`src/rtl/serial_frame_pkg.sv`:
```
// Shared definitions for the serial frame receiver.
//   rx_state_e        : receiver FSM state encoding (3-bit)
//   DEF_WIDTH         : default data bits per frame
//   DEF_CLKS_PER_BIT  : default clocks per bit period
package serial_frame_pkg;

    localparam int DEF_WIDTH        = 8;
    localparam int DEF_CLKS_PER_BIT = 4;

    typedef enum logic [2:0] {
        ST_IDLE      = 3'd0,
        ST_START     = 3'd1,
        ST_DATA      = 3'd2,
        ST_STOP      = 3'd3,
        ST_WAIT_IDLE = 3'd4
    } rx_state_e;

endpackage

```
`src/rtl/serial_frame_rx_bit_timer.sv`:
```
// Bit-period timer for the serial frame receiver.
//   clk        : clock
//   reset_sync : synchronous active-high reset
//   clear      : hold the count at zero (receiver idle)
//   half_mode  : tick after half a bit period instead of a full one
//   tick       : high in the cycle whose closing edge is a sampling point
module bit_timer #(
    parameter int CLKS_PER_BIT = 4
) (
    input  logic clk,
    input  logic reset_sync,
    input  logic clear,
    input  logic half_mode,
    output logic tick
);

    localparam int CW = (CLKS_PER_BIT > 1) ? $clog2(CLKS_PER_BIT) : 1;
    localparam logic [CW-1:0] HALF_LAST = CW'(CLKS_PER_BIT / 2 - 1);
    localparam logic [CW-1:0] FULL_LAST = CW'(CLKS_PER_BIT - 1);

    logic [CW-1:0] cnt;

    // Tick decodes the registered count, so the edge that sees it is exactly
    // HALF (or CLKS_PER_BIT) edges after the clearing edge.
    assign tick = (cnt == (half_mode ? HALF_LAST : FULL_LAST));

    // Restarting on every tick re-aligns the full-period count to the
    // mid-bit sampling point found in half mode.
    always_ff @(posedge clk) begin
        if (reset_sync || clear || tick) cnt <= '0;
        else                             cnt <= cnt + 1'b1;
    end

endmodule

```
`src/rtl/serial_frame_rx.sv`:
```
// Serial frame receiver: start bit 0, WIDTH data bits LSB-first, stop bit 1,
// each CLKS_PER_BIT clocks long, sampled at bit-period centres.
//   clk        : sole clock
//   reset_sync : synchronous active-high reset, priority over everything
//   d          : serial line, idle high
//   q_data     : last correctly framed word
//   q_valid    : one-cycle strobe, q_data just updated
//   frame_err  : one-cycle strobe, stop bit sampled low
//   busy       : high in every state except IDLE
module serial_frame_rx
    import serial_frame_pkg::*;
#(
    parameter int WIDTH        = DEF_WIDTH,
    parameter int CLKS_PER_BIT = DEF_CLKS_PER_BIT
) (
    input  logic             clk,
    input  logic             reset_sync,
    input  logic             d,
    output logic [WIDTH-1:0] q_data,
    output logic             q_valid,
    output logic             frame_err,
    output logic             busy
);

    localparam int IW = $clog2(WIDTH + 1);

    rx_state_e        state;
    logic [WIDTH-1:0] shreg;
    logic [IW-1:0]    bit_idx;
    logic             tick;

    // Timer is held at zero while waiting for a start bit, so the edge that
    // detects the start leaves it at count 0.
    bit_timer #(.CLKS_PER_BIT(CLKS_PER_BIT)) u_timer (
        .clk        (clk),
        .reset_sync (reset_sync),
        .clear      ((state == ST_IDLE) || (state == ST_WAIT_IDLE)),
        .half_mode  (state == ST_START),
        .tick       (tick)
    );

    always_ff @(posedge clk) begin
        if (reset_sync) begin
            state     <= ST_IDLE;
            shreg     <= '0;
            bit_idx   <= '0;
            q_data    <= '0;
            q_valid   <= 1'b0;
            frame_err <= 1'b0;
            busy      <= 1'b0;
        end else begin
            q_valid   <= 1'b0;
            frame_err <= 1'b0;
            case (state)
                ST_IDLE: begin
                    if (!d) begin
                        state <= ST_START;
                        busy  <= 1'b1;
                    end
                end
                ST_START: begin
                    if (tick) begin
                        if (!d) begin
                            state   <= ST_DATA;
                            bit_idx <= '0;
                        end else begin
                            // Start bit did not survive to mid-bit: glitch.
                            state <= ST_IDLE;
                            busy  <= 1'b0;
                        end
                    end
                end
                ST_DATA: begin
                    if (tick) begin
                        // LSB arrives first, so new bits enter at the MSB.
                        shreg <= (shreg >> 1) | (WIDTH'(d) << (WIDTH - 1));
                        if (bit_idx == IW'(WIDTH - 1)) state <= ST_STOP;
                        else                           bit_idx <= bit_idx + 1'b1;
                    end
                end
                ST_STOP: begin
                    if (tick) begin
                        if (d) begin
                            q_data  <= shreg;
                            q_valid <= 1'b1;
                            state   <= ST_IDLE;
                            busy    <= 1'b0;
                        end else begin
                            frame_err <= 1'b1;
                            state     <= ST_WAIT_IDLE;
                        end
                    end
                end
                ST_WAIT_IDLE: begin
                    // A held-low line must go high before a new start counts.
                    if (d) begin
                        state <= ST_IDLE;
                        busy  <= 1'b0;
                    end
                end
                default: begin
                    state <= ST_IDLE;
                    busy  <= 1'b0;
                end
            endcase
        end
    end

endmodule

```
`config.mk`:
```
export PLATFORM = sky130hd
export DESIGN_NAME = serial_frame_rx
export DESIGN_NICKNAME = d
export VERILOG_FILES = /design/src/rtl/serial_frame_pkg.sv /design/src/rtl/serial_frame_rx_bit_timer.sv /design/src/rtl/serial_frame_rx.sv
export SDC_FILE = /design/constraint.sdc
export NUM_CORES = 1
export LEC_CHECK = 0
export CORE_UTILIZATION = 60
export CTS_CLUSTER_SIZE = 12
export DETAILED_ROUTE_END_ITERATION = 10
export DONT_BUFFER_PORTS = 1
export PLACE_DENSITY_LB_ADDON = 0.12
export SLEW_MARGIN = 20
export SYNTH_ARGS = -nofsm -noshare
export SYNTH_HDL_FRONTEND = slang
export SYNTH_HIERARCHICAL = 1
export SYNTH_SLANG_ARGS = --single-unit
```
`constraint.sdc`:
```
create_clock -name clk -period 2.4 [get_ports clk]
set_input_delay 0.36 -clock clk [delete_from_list [all_inputs] [get_ports clk]]
set_output_delay 0.36 -clock clk [all_outputs]
set_load 0.1 [all_outputs]
```
## Yosys cells after proc, flatten, opt, wreduce, memory -nomap -nowiden

Index checks and enable logic that the tools add are counted.

| storage, ports and cells | value |
|---|---|
| input bits | 3 |
| register bits | 28 |
| output and inout bits | 11 |

| operators by class | value |
|---|---|
| multiplexer cells | 21 |
| reduce and logical (&&, ||, !) cells | 12 |
| bitwise operators | 4 |
| add/sub/neg operators | 2 |
| eq/ne operators | 15 |

Operator list:

| kind | count |
|---|---|
| $mux 3 | 7 |
| $mux 4 | 4 |
| $pmux 3 s5 | 1 |
| $ne 2x2->1 const B | 6 |
| $or 7x8->8 | 1 |
| $pmux 4 s2 | 1 |
| $eq 3x2->1 const B | 2 |
| $ne 2x1->1 const B | 3 |
| $reduce_and 3->1 | 2 |
| $reduce_and 6->1 | 1 |
| $mux 1 | 5 |
| $reduce_and 5->1 | 1 |
| $add 4x1->4 const B | 1 |
| $eq 4x3->1 const B | 1 |
| $mux 2 | 2 |
| $pmux 1 s4 | 1 |
| $eq 3x1->1 const B | 1 |
| $eq 3x3->1 const B | 1 |
| $logic_not 3->1 | 1 |
| $logic_or 1x1->1 | 3 |
| $not 1->1 | 3 |
| $reduce_or 3->1 | 1 |
| $add 2x1->2 const B | 1 |
| $eq 2x2->1 | 1 |
| 3 further kinds | 3 |

## Depth between registers and ports, before layout

Gate-level depths: netlist (run 1).

| depth | value |
|---|---|
| depth after elaboration | 5 |
| gate-level depth with buffers | 9 |
| depth with buffers taken out | 6 |

## By module

The synthesis (run 1) kept the hierarchy.

By module, submodules not included:

| module | area each (sq um) | cells an instance | instances |
|---|---|---|---|
| serial_frame_rx | 1159.9 | 131 | 1 |
| bit_timer | 87.6 | 8 | 1 |

## Worst setup path after synthesis (run 1)

No wires, ideal clock.

| timing path | value |
|---|---|
| kind | reg-to-reg |
| start point | register state[0] |
| end point | register q_data[5] |
| path slack | 0.597 ns |
| cell stages (with the launch flop) | 10 |
| arrival | 1.732 ns |
| required time | 2.329 ns |
| cell sequence | dfxtp_1 clkbuf_4 nor3b_1 xor2_1 and2_1 buf_2 and4b_1 buf_4 nand3_1 a21oi_1 |

| between the ends | value |
|---|---|
| cells in the longest elaborated chain, start to end | 4 |
| elaborated cells on any way between the ends | 5 |
| those cells by class | 3 x eq/ne; 1 x mux; 1 x reduce/logical |

Ends and longest elaborated chain:

| what | RTL line | RTL |
|---|---|---|
| start, declared | serial_frame_rx.sv:27 | `rx_state_e state;` |
| start signal, assigned | serial_frame_rx.sv:44 | `state <= ST_IDLE;` |
| start signal, assigned | serial_frame_rx.sv:57 | `state <= ST_START;` |
| start signal, assigned | serial_frame_rx.sv:64 | `state <= ST_DATA;` |
| $eq 3x1->1 | serial_frame_rx.sv:38 | `.half_mode (state == ST_START),` |
| $mux 2 | serial_frame_rx_bit_timer.sv:25 | `assign tick = (cnt == (half_mode ? HALF_LAST : FULL_LAST));` |
| $eq 2x2->1 | serial_frame_rx_bit_timer.sv:25 |  |
| via tick | serial_frame_rx.sv:30 | `logic tick;` |
| $reduce_and 3->1 (no line) | -- |  |
| end signal, assigned | serial_frame_rx.sv:84 | `q_data <= shreg;` |
| end, declared | serial_frame_rx.sv:19 | `output logic [WIDTH-1:0] q_data,` |

The timed path passes the listed nets, and every way through them passes these cells.
A chain may end at the register's enable or synchronous reset.

## Worst setup path after layout (run 1)

| timing path | value |
|---|---|
| start point | register state[2] |
| end point | register q_data[7] |

The elaborated chain is that of the path after synthesis.

==> impl_metrics.toml, run 1 <==
[clocking]
cts_setup_buffers = 0
cts_tree = "yes"
cts_max_level = 1
cts_buffers = 3
clkLatencyLatePin_ps = 320
post_cts_resized = 0
path_clk_slew_ps = 140
cts_hold_buf = 0
clockBufferDepth = 2
cts.sinks = 28
clockRootBuffer = "clkbuf_4"

[placement]
io_buffers = 0
hpwlAfterDp_mm = 1.54
gp_congestion = 0.744
post_dp_cell_area_um2 = 1310

[pwr]
peakVddDrop_mv = 0.461
p_switching_mw = 0.164
p_comb_share_pct = 6.0
leakagePower_nw = 0.484
p_int_mw = 0.576
swShare_pct = 22.1
seqPwrFrac_pct = 63.8
clkPwrFrac_pct = 30.2
finalPower_mw = 0.740
power.density_nw_per_um2 = 551

[sta]
rsz0062_at_grt = "no"
period_share_pct = 88.1
slew_headroom_pct = 72.1
post-route-min-period_ps = 2110
totalNegativeSetupSlack_ps = 0
slew_viol_final = 0
setup_violations = 0
worst_pin_slew_ps = 419
hold_ws_ps = 80.4
finalHoldViolCount = 0
skew_ps = 3.47
clock.fmax_mhz = 473

[grt]
grt_pass1_wl_mm = 3.48
grt_pass1_vias = 783
grt_max_degree = 30
grt_usage_pct = 22.2
antenna_found_initial = 0
overflow = 0

[die]
core_um2 = 1960
ioPinCount = 14
start_util_pct = 63.6
chipWidth_um = 47.6
die-area_um2 = 2270
rows = 16
die_h_um = 47.6

[setup_path]
cp_slowest_cell = "dfxtp_1"
path_cells = "nor3b_1, xor2_1, and2_1, and4b_1, nand3_1, a21oi_1"
crit_fanout = 12
critPathBufInv = 0
crit_path_start_kind = "register"
crit_type = "reg -> reg"
critPathCaptureType = "register"
required_ps = 2660
cp.arrival_ps = 2370
crit_family = "simple AND/OR/NAND/NOR gates"
max_stage_delay_ps = 450

[logic_synthesis]
netlist_instances = 139
syn-cell-area_um2 = 1250
synth_fp_nets = 143
synth_ff_type = "dfxtp_1"
yosys_warnings = 6
async_flop_share_pct = 0
avgSynthCellArea_um2 = 8.97
yosysTopAreaCellShare_pct = 44.9
synth-seq-cells = 28
synth_most_common_cell = "dfxtp_1"
synth_common_cells = "dfxtp_1 (28), nand2_1 (18), a21oi_1 (17)"
synth_edf_count = 0
synth.largest_area_cell = "dfxtp_1"
yosysUniqueCellTypes = 39
synth.area.top_cells = "dfxtp_1 (45%), a21oi_1 (6.8%), nand2_1 (5.4%)"
seq_area_frac_synth_pct = 44.9

[cells_and_area]
drive_above_1_share_pct = 16.0
fin_nets = 149
fill_cells = 169
regArea_um2 = 561
stdcell_area_um2 = 1340
diodes = 0
syn_to_final_growth_pct = 7.62
multi_input_area_um2 = 603

[drt]
vias = 1004
wirelength_mm = 2.22
remaining_drc_errors = 0
viasPerCell = 5.87
final_antenna_net_count = 0
post_drt_wl_per_cell_um = 13.0
drt_iter0_drc = 46
drt_pass1_iterations = 4

[hold_path]
hold_path_class = "in -> reg"

[run_status]
status = "finished, final reports clean"

[flow_run]
drv_cap = 0
-- area by class of cell --
type | instances | area share [%]
Clock buffer | 4 | 2.70
Inverter | 3 | 0.839
Multi-Input combinational cell | 96 | 44.9
Sequential cell | 28 | 41.8
Tap cell | 27 | 2.52
Timing Repair Buffer | 13 | 7.27
-- layout by cell type (no fill, tap or decap), types with 2 or more instances in the layout --
cell type	Yosys	final
nor3_1	5	5
nand4bb_1	2	2
nand3b_1	3	3
dfxtp_1	28	28
inv_1	3	3
nand2b_1	2	2
nand3_1	12	12
nor2_1	3	3
mux2i_1	2	2
clkbuf_4	2	3
and4b_1	2	2
nand2_1	18	18
a21oi_1	17	17
nand4_1	2	2
buf_4	2	13
o21ai_0	9	9
-- path summary, 6_finish.rpt --
| path | depth (start not counted) | slack, ps | endpoint | start |
|---|---|---|---|---|
| worst max register to register | 6 | 290 | q_data[7] | state[2] |
| worst max-delay path | 6 | 290 | q_data[7] | state[2] |
| worst min register to register | 1 | 470 | u_timer/cnt[0] | u_timer/cnt[0] |
| worst min-delay path | 1 | 80 | u_timer/cnt[1] | reset_sync |
-- metrics by stage --
stage	setup WS [ps]	utilization [%]	std cells
4_1_cts	304	68.4	171
5_1_grt	135	68.4	171
3_3_place_gp	427	66.6	167
2_1_floorplan	597	-	139
6_report	286	68.4	171
3_5_place_dp	332	66.6	167
-- per-layer routing --
metal	up-vias	GRT usage, %	routed length (µm)
met3	2	5.66	149
li1	513	-	-
met5	-	0	0
met2	33	33.2	1030
met4	0	8.33	15
met1	456	31.0	1030
-- cells by family after synthesis --
family / Yosys count / share of synthesized area, %
adders and majority gates: 1 / 1.00
xor gates and xnor gates: 1 / 0.702
DFF: 28 / 44.9
muxes: 2 / 1.60
and+or+nand+nor: 58 / 28.2
AOI/OAI and AO/OA: 34 / 16.9
buffers and inverters: 15 / 6.72
-- power groups by stage --
stage	sequential (mW)	clock [mW]	combinational, mW
global route	0.473	0.255	0.0480
finish	0.472	0.223	0.0447
global placement	0.482	0	0.0428
CTS	0.472	0.232	0.0446
detailed placement	0.482	0	0.0445
floorplan	0.495	0	0.0349
-- flip-flops by register name, summed over array words and instances, names as in the netlist --
register and flops:
bit_idx 4, busy 1, frame_err 1, q_data 8, q_valid 1, shreg 8, state 3, u_timer/cnt 2
(Power assumes the default switching activity.)
==> inputs of run 2 (changes only) <==
--- a/config.mk
+++ b/config.mk
@@ -5,7 +5,7 @@
 export SDC_FILE = /design/constraint.sdc
 export NUM_CORES = 1
 export LEC_CHECK = 0
-export CORE_UTILIZATION = 60
+export CORE_UTILIZATION = 45
 export CTS_CLUSTER_SIZE = 12
 export DETAILED_ROUTE_END_ITERATION = 10
 export DONT_BUFFER_PORTS = 1
==> run 2 against run 1 <==
  * Clock power up 2%
  * Count of clock-buffer cells in the layout unchanged
  * Worst hold slack worse by 2.0 ps
  * Via count down 2.5%
  * Die area up 32%
  * First-iteration DRC count down 61%
  * Sequential share of layout area down 0.12 points
  * Register-to-register slack worse by 20 ps
  * Critical path type unchanged
  * Largest power group unchanged
==> impl_metrics.toml, run 2 (synthesis results as in run 1) <==
[run_status]
status = "finished, final reports clean"

[sta]
totalNegativeSetupSlack_ps = 0
setup_violations = 0
worst_pin_slew_ps = 402
clock.fmax_mhz = 468
finalHoldViolCount = 0
post-route-min-period_ps = 2140
rsz0062_at_grt = "no"
slew_headroom_pct = 73.2
period_share_pct = 89.0
slew_viol_final = 0
skew_ps = 4.21

[cells_and_area]
final_cell_mix = "dfxtp_1 (28), nand2_1 (18), a21oi_1 (17)"
syn_to_final_growth_pct = 7.92
drive_above_1_share_pct = 16.0
fin_nets = 149
reg_top3 = "q_data: 8 flops, shreg: 8 flops, bit_idx: 4 flops"
final_common_cell = "dfxtp_1"
stdcell_area_um2 = 1350
diodes = 0

[clocking]
cts_hold_buf = 0
cts_setup_buffers = 0
path_clk_slew_ps = 150
cts.sinks = 28
cts_max_level = 1
cts_tree = "yes"
clockRootBuffer = "clkbuf_4"
clkLatencyLatePin_ps = 320
cts_buffers = 3
clockBufferDepth = 2
post_cts_resized = 0

[drt]
final_antenna_net_count = 0
drt_pass1_iterations = 4
vias = 979
drt_iter0_drc = 18
remaining_drc_errors = 0
wirelength_mm = 2.29
post_drt_wl_per_cell_um = 13.1
viasPerCell = 5.63

[setup_path]
crit_start = "state[2]"
crit_family = "simple AND/OR/NAND/NOR gates"
reg2reg_to = "bit_idx[1]"
path_cells = "nor3b_1, xor2_1, and2_1, nand4bb_1, o22ai_2, mux2i_1"
cp_slowest_cell = "dfxtp_1"
crit_type = "reg -> reg"
crit-reg2reg-launch = "state[2]"
required_ps = 2660
crit_fanout = 12
max_stage_delay_ps = 460
cp.arrival_ps = 2400
critPathCaptureType = "register"
ff2ff_setup_slack_ps = 260
ff2ff_path_depth = 6
crit_path_start_kind = "register"
critPathBufInv = 0

[die]
die-area_um2 = 2990
chipWidth_um = 54.7
rows = 18
ioPinCount = 14
start_util_pct = 49.0
die_h_um = 54.7
core_um2 = 2540

[hold_path]
hold_depth = 1
hold_end = "u_timer/cnt[1]"
hold_path_class = "in -> reg"
hp-start = "reset_sync"

[placement]
io_buffers = 0
hpwlAfterDp_mm = 1.57
gp_congestion = 0.828
post_dp_cell_area_um2 = 1310

[flow_run]
drv_cap = 0

[pwr]
leakagePower_nw = 0.484
power.density_nw_per_um2 = 553
peakVddDrop_mv = 0.327

[grt]
antenna_found_initial = 0
grt_max_degree = 30
overflow = 0
grt_pass1_vias = 845
grt_pass1_wl_mm = 3.71
grt_usage_pct = 17.1
run 2: final cells by class:
class	instances	area (µm²)
fill	244	1200
sequential	28	561
tap	30	37.5
inverter	3	11.3
timing repair buffer	13	97.6
clock buffer	4	36.3
multi-input combinational	96	603
run 2: worst max path at each step:
stage	to	depth (start not counted)	slack (ps)
after floorplan	q_data[5]	9	600
after global placement	q_data[0]	6	410
after detailed placement	bit_idx[1]	6	320
after CTS	bit_idx[1]	6	280
after global routing	bit_idx[1]	6	50
final	bit_idx[1]	6	260
run 2: report_power, final:
| part | internal, mW | switching (mW) | total (mW) | leakage [nW] |
|---|---|---|---|---|
| logic | 0.0139 | 0.0305 | 0.0444 | 0.237 |
| registers | 0.470 | 0.00248 | 0.472 | 0.226 |
| clock network | 0.0927 | 0.136 | 0.228 | 0.0210 |
run 2: routing by layer:
layer	up-vias	routed length [µm]	track usage [%]
met3	2	75	3.06
met2	15	1010	26.3
met4	0	10	6.41
li1	510	-	-
met5	-	0	0
met1	452	1190	23.4
run 2: worst reg2reg max path, cell delays in order, from the launching register on:
cell and delay (ps):
dfxtp_1 460, nor3b_1 350, xor2_1 170, and2_1 390, nand4bb_1 230, o22ai_2 250, mux2i_1 220
run 2: metrics by stage:
stage | utilization (%) | hold WS [ps] | instances | setup WS (ps) | power (mW)
final | 52.9 | 78.4 | 174 | 263 | 0.745
after global placement | 51.5 | 427 | 170 | 406 | 0.526
after detailed placement | 51.5 | 429 | 170 | 319 | 0.526
after floorplan | - | 414 | 139 | 597 | 0.530
after global routing | 52.9 | 39.5 | 174 | 52.3 | 0.781
after CTS | 52.9 | 65.1 | 174 | 283 | 0.751
==> inputs of run 3 (changes only) <==
==> constraint.sdc (replaced) <==
create_clock -name clk -period 1.8 [get_ports clk]
set_input_delay 0.27 -clock clk [delete_from_list [all_inputs] [get_ports clk]]
set_output_delay 0.27 -clock clk [all_outputs]
set_load 0.1 [all_outputs]
==> run 3 against run 2 <==
  * Combinational power is 70% higher
  * Fmax is 28% higher
  * Die area stayed put
  * Critical path depth is 1 higher
  * Critical endpoint unchanged
==> impl_metrics.toml, run 3 (synthesis results as in run 1) <==
[run_status]
status = "finished, final reports clean"

[setup_path]
crit-reg2reg-launch = "state[2]"
crit_type = "reg -> reg"
ff2ff_setup_slack_ps = 130
required_ps = 2080
cp.arrival_ps = 1950
crit_fanout = 7
crit_start = "state[2]"
crit_path_start_kind = "register"
ff2ff_path_depth = 7
crit_path_end = "bit_idx[1]"
critPathCaptureType = "register"
reg2reg_to = "bit_idx[1]"

[pwr]
power.density_nw_per_um2 = 786
peakVddDrop_mv = 0.534
leakagePower_nw = 0.544
finalPower_mw = 1.13

[die]
die_h_um = 54.7
chipWidth_um = 54.7
core_um2 = 2540
start_util_pct = 49.0
ioPinCount = 14
rows = 18
die-area_um2 = 2990

[grt]
grt_max_degree = 25
grt_usage_pct = 18.3
grt_pass1_wl_mm = 3.84
antenna_found_initial = 0
grt_pass1_vias = 807
overflow = 0

[cells_and_area]
reg_top3 = "q_data: 8 flops, shreg: 8 flops, bit_idx: 4 flops"
drive_above_1_share_pct = 19.3
final_cell_mix = "dfxtp_1 (28), nand2_1 (18), a21oi_1 (17)"
layout.cells.non_filler = 180
final_common_cell = "dfxtp_1"
fin_nets = 155
multi_input_area_um2 = 621
regArea_um2 = 561
stdcell_area_um2 = 1430
syn_to_final_growth_pct = 14.8
fin_util_pct = 56.3
diodes = 0
fill_cells = 234

[drt]
vias = 1005
drt_iter0_drc = 9
drt_pass1_iterations = 4
viasPerCell = 5.58
final_antenna_net_count = 0
post_drt_wl_per_cell_um = 13.7
remaining_drc_errors = 0
wirelength_mm = 2.46

[sta]
timing.final.ws_setup_ps = 130
slew_viol_final = 0
clock.fmax_mhz = 599
post-route-min-period_ps = 1670
period_share_pct = 92.8
rsz0062_at_grt = "no"
hold_ws_ps = 47.4
skew_ps = 4.32
slew_headroom_pct = 39.0
totalNegativeSetupSlack_ps = 0
finalHoldViolCount = 0
worst_pin_slew_ps = 911
setup_violations = 0

[clocking]
cts_tree = "yes"
clockBufferDepth = 2
cts_max_level = 1
clkLatencyLatePin_ps = 330
cts.sinks = 28
cts_setup_buffers = 0
clockRootBuffer = "clkbuf_4"
path_clk_slew_ps = 160
cts_buffers = 3

[flow_run]
drv_cap = 0

[placement]
place_inst = 173
gp_congestion = 0.727
hpwlAfterDp_mm = 1.59
post_dp_cell_area_um2 = 1340
place_ws_ps = 53.2
io_buffers = 0

[hold_path]
hold_path_class = "in -> reg"
hp-start = "d"
-- run 3: cell types whose count changed in the layout (fill, tap and decap cells not counted), sizes merged --
| cell | before | now |
|---|---|---|
| buf | 13 | 16 |
| bufinv | 0 | 1 |
| dlygate4sd3 | 0 | 3 |
| clkbuf | 4 | 3 |
-- run 3: worst min-delay path by stage --
| stage | slack (ps) | endpoint | cells after the start |
|---|---|---|---|
| final | 50 | shreg[7] | 2 |
| after global routing | 40 | bit_idx[3] | 1 |
| after CTS | 7 | bit_idx[0] | 1 |
| after detailed placement | 340 | u_timer/cnt[1] | 1 |
| after global placement | 340 | u_timer/cnt[1] | 1 |
| after floorplan | 330 | u_timer/cnt[1] | 1 |
-- run 3: critical path: stages, from the launching register on --
cell	delay, ps
dfxtp_1	350
nor3b_2	210
xor2_1	170
and2_4	220
buf_4	140
nand4bb_1	140
o22ai_2	190
mux2i_1	200
-- run 3: area by class of cell --
class,count,area share [%]
Multi-Input combinational cell,96,43.3
Tap cell,30,2.62
Inverter,3,0.786
Clock buffer,3,1.57
Timing Repair Buffer,19,10.5
Sequential cell,28,39.1
Clock inverter,1,2.10
-- run 3: what timing repair did --
action,4_1_cts,5_1_grt
hold endpoints to repair,24,1
pin swaps,0,1
gates resized for setup,1,3
hold buffers,2,1
setup endpoints to repair,1,7
-- run 3: report_power, final --
part	switching (mW)	internal (mW)
Combinational	0.0504	0.0252
Sequential	0.00468	0.626
Clock	0.194	0.225
-- run 3: routing by layer --
layer | part of all wire, % | up-vias | global-route usage, %
li1 | - | 521 | -
met1 | 51 | 456 | 25.3
met2 | 43 | 24 | 26.3
met3 | 4.0 | 4 | 3.89
met4 | 1.4 | 0 | 8.97
met5 | 0 | - | 0
==> patch, RTL diff (flow settings as in run 3) <==
Register the output `q_data` once more, cleared by the reset; this adds one clock of latency there. The other outputs are not delayed to match. Comments in the files are not updated.
--- a/src/rtl/serial_frame_rx.sv
+++ b/src/rtl/serial_frame_rx.sv
@@ -24,6 +24,8 @@
 
     localparam int IW = $clog2(WIDTH + 1);
 
+    logic [WIDTH-1:0] q_data_s0;
+
     rx_state_e        state;
     logic [WIDTH-1:0] shreg;
     logic [IW-1:0]    bit_idx;
@@ -44,7 +46,7 @@
             state     <= ST_IDLE;
             shreg     <= '0;
             bit_idx   <= '0;
-            q_data    <= '0;
+            q_data_s0 <= '0;
             q_valid   <= 1'b0;
             frame_err <= 1'b0;
             busy      <= 1'b0;
@@ -81,7 +83,7 @@
                 ST_STOP: begin
                     if (tick) begin
                         if (d) begin
-                            q_data  <= shreg;
+                            q_data_s0 <= shreg;
                             q_valid <= 1'b1;
                             state   <= ST_IDLE;
                             busy    <= 1'b0;
@@ -106,5 +108,13 @@
         end
     end
 
+    always_ff @(posedge clk) begin
+        if (reset_sync) begin
+            q_data <= '0;
+        end else begin
+            q_data <= q_data_s0;
+        end
+    end
+
 endmodule
 
Formal check against the unedited RTL: no difference found for any inputs over 10 cycles, from zero or initial values and one cycle with reset_sync high; that may be too few to reach the edited logic, so the function may still have changed.
==> patch against run 3 <==
The flow now finishes with violations (DRC). Core utilization rose by 2.8 points. Power rose by 28%. Design area up 17%. Sequential share of layout area rose by 4.2 points. Sequential cell count grew 8. Count of clock-buffer cells in the layout up 3. Critical path depth grew 1. Clock skew increased by 0.00075 ns. Wire length grew 6.2%. Synthesized area increased by 11%. Cell count up 8.3%. Worst setup slack worse by 0.054 ns. Highest routed layer unchanged.
==> patch: results (changes against run 3) <==
The peak fanout along the critical path was 8 (was 7). The level count of the clock H-tree is 2 (was 1). The ratio of routed vias to standard cells is 5.38 (was 5.58). The number of design-rule violations left by the first detailed-router iteration came to 20 (was 9). The first-pass iteration count of the detailed router came out at 7 (was 4). The DRC violations left came out at 1 (was 0). The number of fill cells in the layout is 249 (was 234). Run status: complete, but fails checks (was completed). The clock skew after layout is 0.00507 ns (was 0.00432 ns). The total track usage came out at 17.4% (was 18.3%). The number of nets in the synthesized netlist was 148 (was 143). The end point of the most critical hold path is state[0] (was shreg[7]). The post-detailed-route wirelength per cell came out at 13.4 µm (was 13.7 µm). The number of unique standard cell types used by synthesis is 35 (was 39).

The HPWL after detailed placement is 1600 µm (was 1590 µm). The highest-delay cell along the critical path is dfxtp_2 (was dfxtp_1). The checks that failed: DRC. The clock edge transition at the registers on the reported setup and hold paths came out at 0.11 ns (was 0.16 ns).

The worst setup slack for register-to-register paths came out at 0.08 ns (was 0.13 ns). The relative slew slack was 75.2% (was 39.0%). The number of nets in the final layout is 167 (was 155). The wire length of the first global-routing pass was 4190 µm (was 3840 µm).

Area contributors post-synth: dfxtp_1 52%, mux2i_1 6.5%, nand2_1 5.2% (was dfxtp_1 45%, a21oi_1 6.8%, nand2_1 5.4%). The internal portion of total power is 1.12 mW (was 0.877 mW). The data arrival time of the critical path came out at 1.97 ns (was 1.95 ns). The met2 track utilization from global routing came out at 24.1% (was 26.3%). The largest net degree at the start of global routing is 35 (was 25).

The worst vdd rail ir drop came to 549 µV (was 534 µV). The sequential-to-total area share from yosys stat is 52.2% (was 44.9%). The reg-to-reg endpoint is q_data_s0[5] (was bit_idx[1]). Most common library cells after synthesis: 36 x dfxtp_1, 19 x nand2_1, 13 x a21oi_1, 12 x nor2_1, 11 x nor2b_1 (was 28 x dfxtp_1, 18 x nand2_1, 17 x a21oi_1, 12 x nand3_1, 9 x o21ai_0).

The reg-to-reg critical path startpoint is state[1] (was state[2]). The final estimated routing congestion in global placement is 0.798 (was 0.727). The number of cell instances on the worst register-to-register path was 8 (was 7).

Largest registers: q_data (8), q_data_s0 (8), shreg (8) (was q_data (8), shreg (8), bit_idx (4)). The cell depth of the worst min-delay path is 1 (was 2).
patch: cell count changes after synthesis, sizes merged, moves of 2 or more:
cell	delta
nand4b	-2
nand4	-2
dfxtp	+8
mux2i	+7
clkbuf	-2
nor2	+9
nor2b	+10
a21oi	-4
nor4	+2
nand3	-10
and4b	-2
o21ai	-7
patch: worst max-delay path, delay by kind of cell (launching register included):
| kind | cells | cell delay (ns) |
|---|---|---|
| and+or+nand+nor | 5 | 0.76 |
| buffers and inverters | 1 | 0.16 |
| muxes | 1 | 0.20 |
| xor gates and xnor gates | 1 | 0.16 |
| DFF | 1 | 0.35 |
patch: how the worst max path moves through the flow:
| stage | start | to | slack, ns | cells past startpoint |
|---|---|---|---|---|
| floorplan | state[2] | q_data_s0[0] | -0.007 | 8 |
| global route | state[1] | bit_idx[2] | -0.02 | 7 |
| detailed placement | state[0] | bit_idx[3] | 0.06 | 7 |
| global placement | state[2] | bit_idx[3] | 0.13 | 7 |
| finish | state[1] | q_data_s0[5] | 0.08 | 8 |
| CTS | state[0] | bit_idx[3] | 0.02 | 7 |
patch: layout make-up:
class,instances,share of cell area (%)
Sequential cell,36,43.3
Inverter,2,0.449
Clock inverter,2,2.09
Multi-Input combinational cell,97,38.3
Timing Repair Buffer,21,11.1
Tap cell,31,2.32
Clock buffer,6,2.47
patch: timing repair:
item	4_1_cts	5_1_grt
resized for setup	0	11
endpoints found under the setup margin	0	12
hold buffers	2	0
buffers inserted	0	2
hold endpoints to repair	34	0
patch: per-layer routing:
layer	routed length, µm	part of all wire [%]
met3	115	4.4
met4	54	2.1
met5	0	0
met1	1200	46
met2	1240	47
patch: power groups by stage:
stage | Clock, mW | Combinational, mW | Sequential (mW)
floorplan | 0 | 0.0390 | 0.841
finish | 0.558 | 0.0771 | 0.808
CTS | 0.567 | 0.0720 | 0.807
global route | 0.598 | 0.0828 | 0.809
global placement | 0 | 0.0538 | 0.825
detailed placement | 0 | 0.0546 | 0.825
patch: cell families (layout without fill, tap and decap cells):
logic type | after synthesis | after routing | share of synthesized area [%]
simple gates | 65 | 65 | 25.9
flops | 36 | 36 | 52.2
compound gates | 20 | 20 | 8.88
buf+inv | 11 | 31 | 4.26
mux | 9 | 9 | 6.52
fa+ha+maj | 2 | 2 | 1.63
xor+xnor | 1 | 1 | 0.634
patch: per-stage QoR:
step	util (%)	hold WS, ns	TNS [ns]	cell area [µm²]	instances
final	59.1	0.00249	0	1670	195
after global routing	59.1	0.00196	-0.0787	1670	195
after CTS	57.4	0.00233	0	1620	193
after detailed placement	53.6	0.343	0	1520	183
after global placement	53.6	0.338	0	1520	183
after floorplan	-	0.335	-0.0568	1400	144
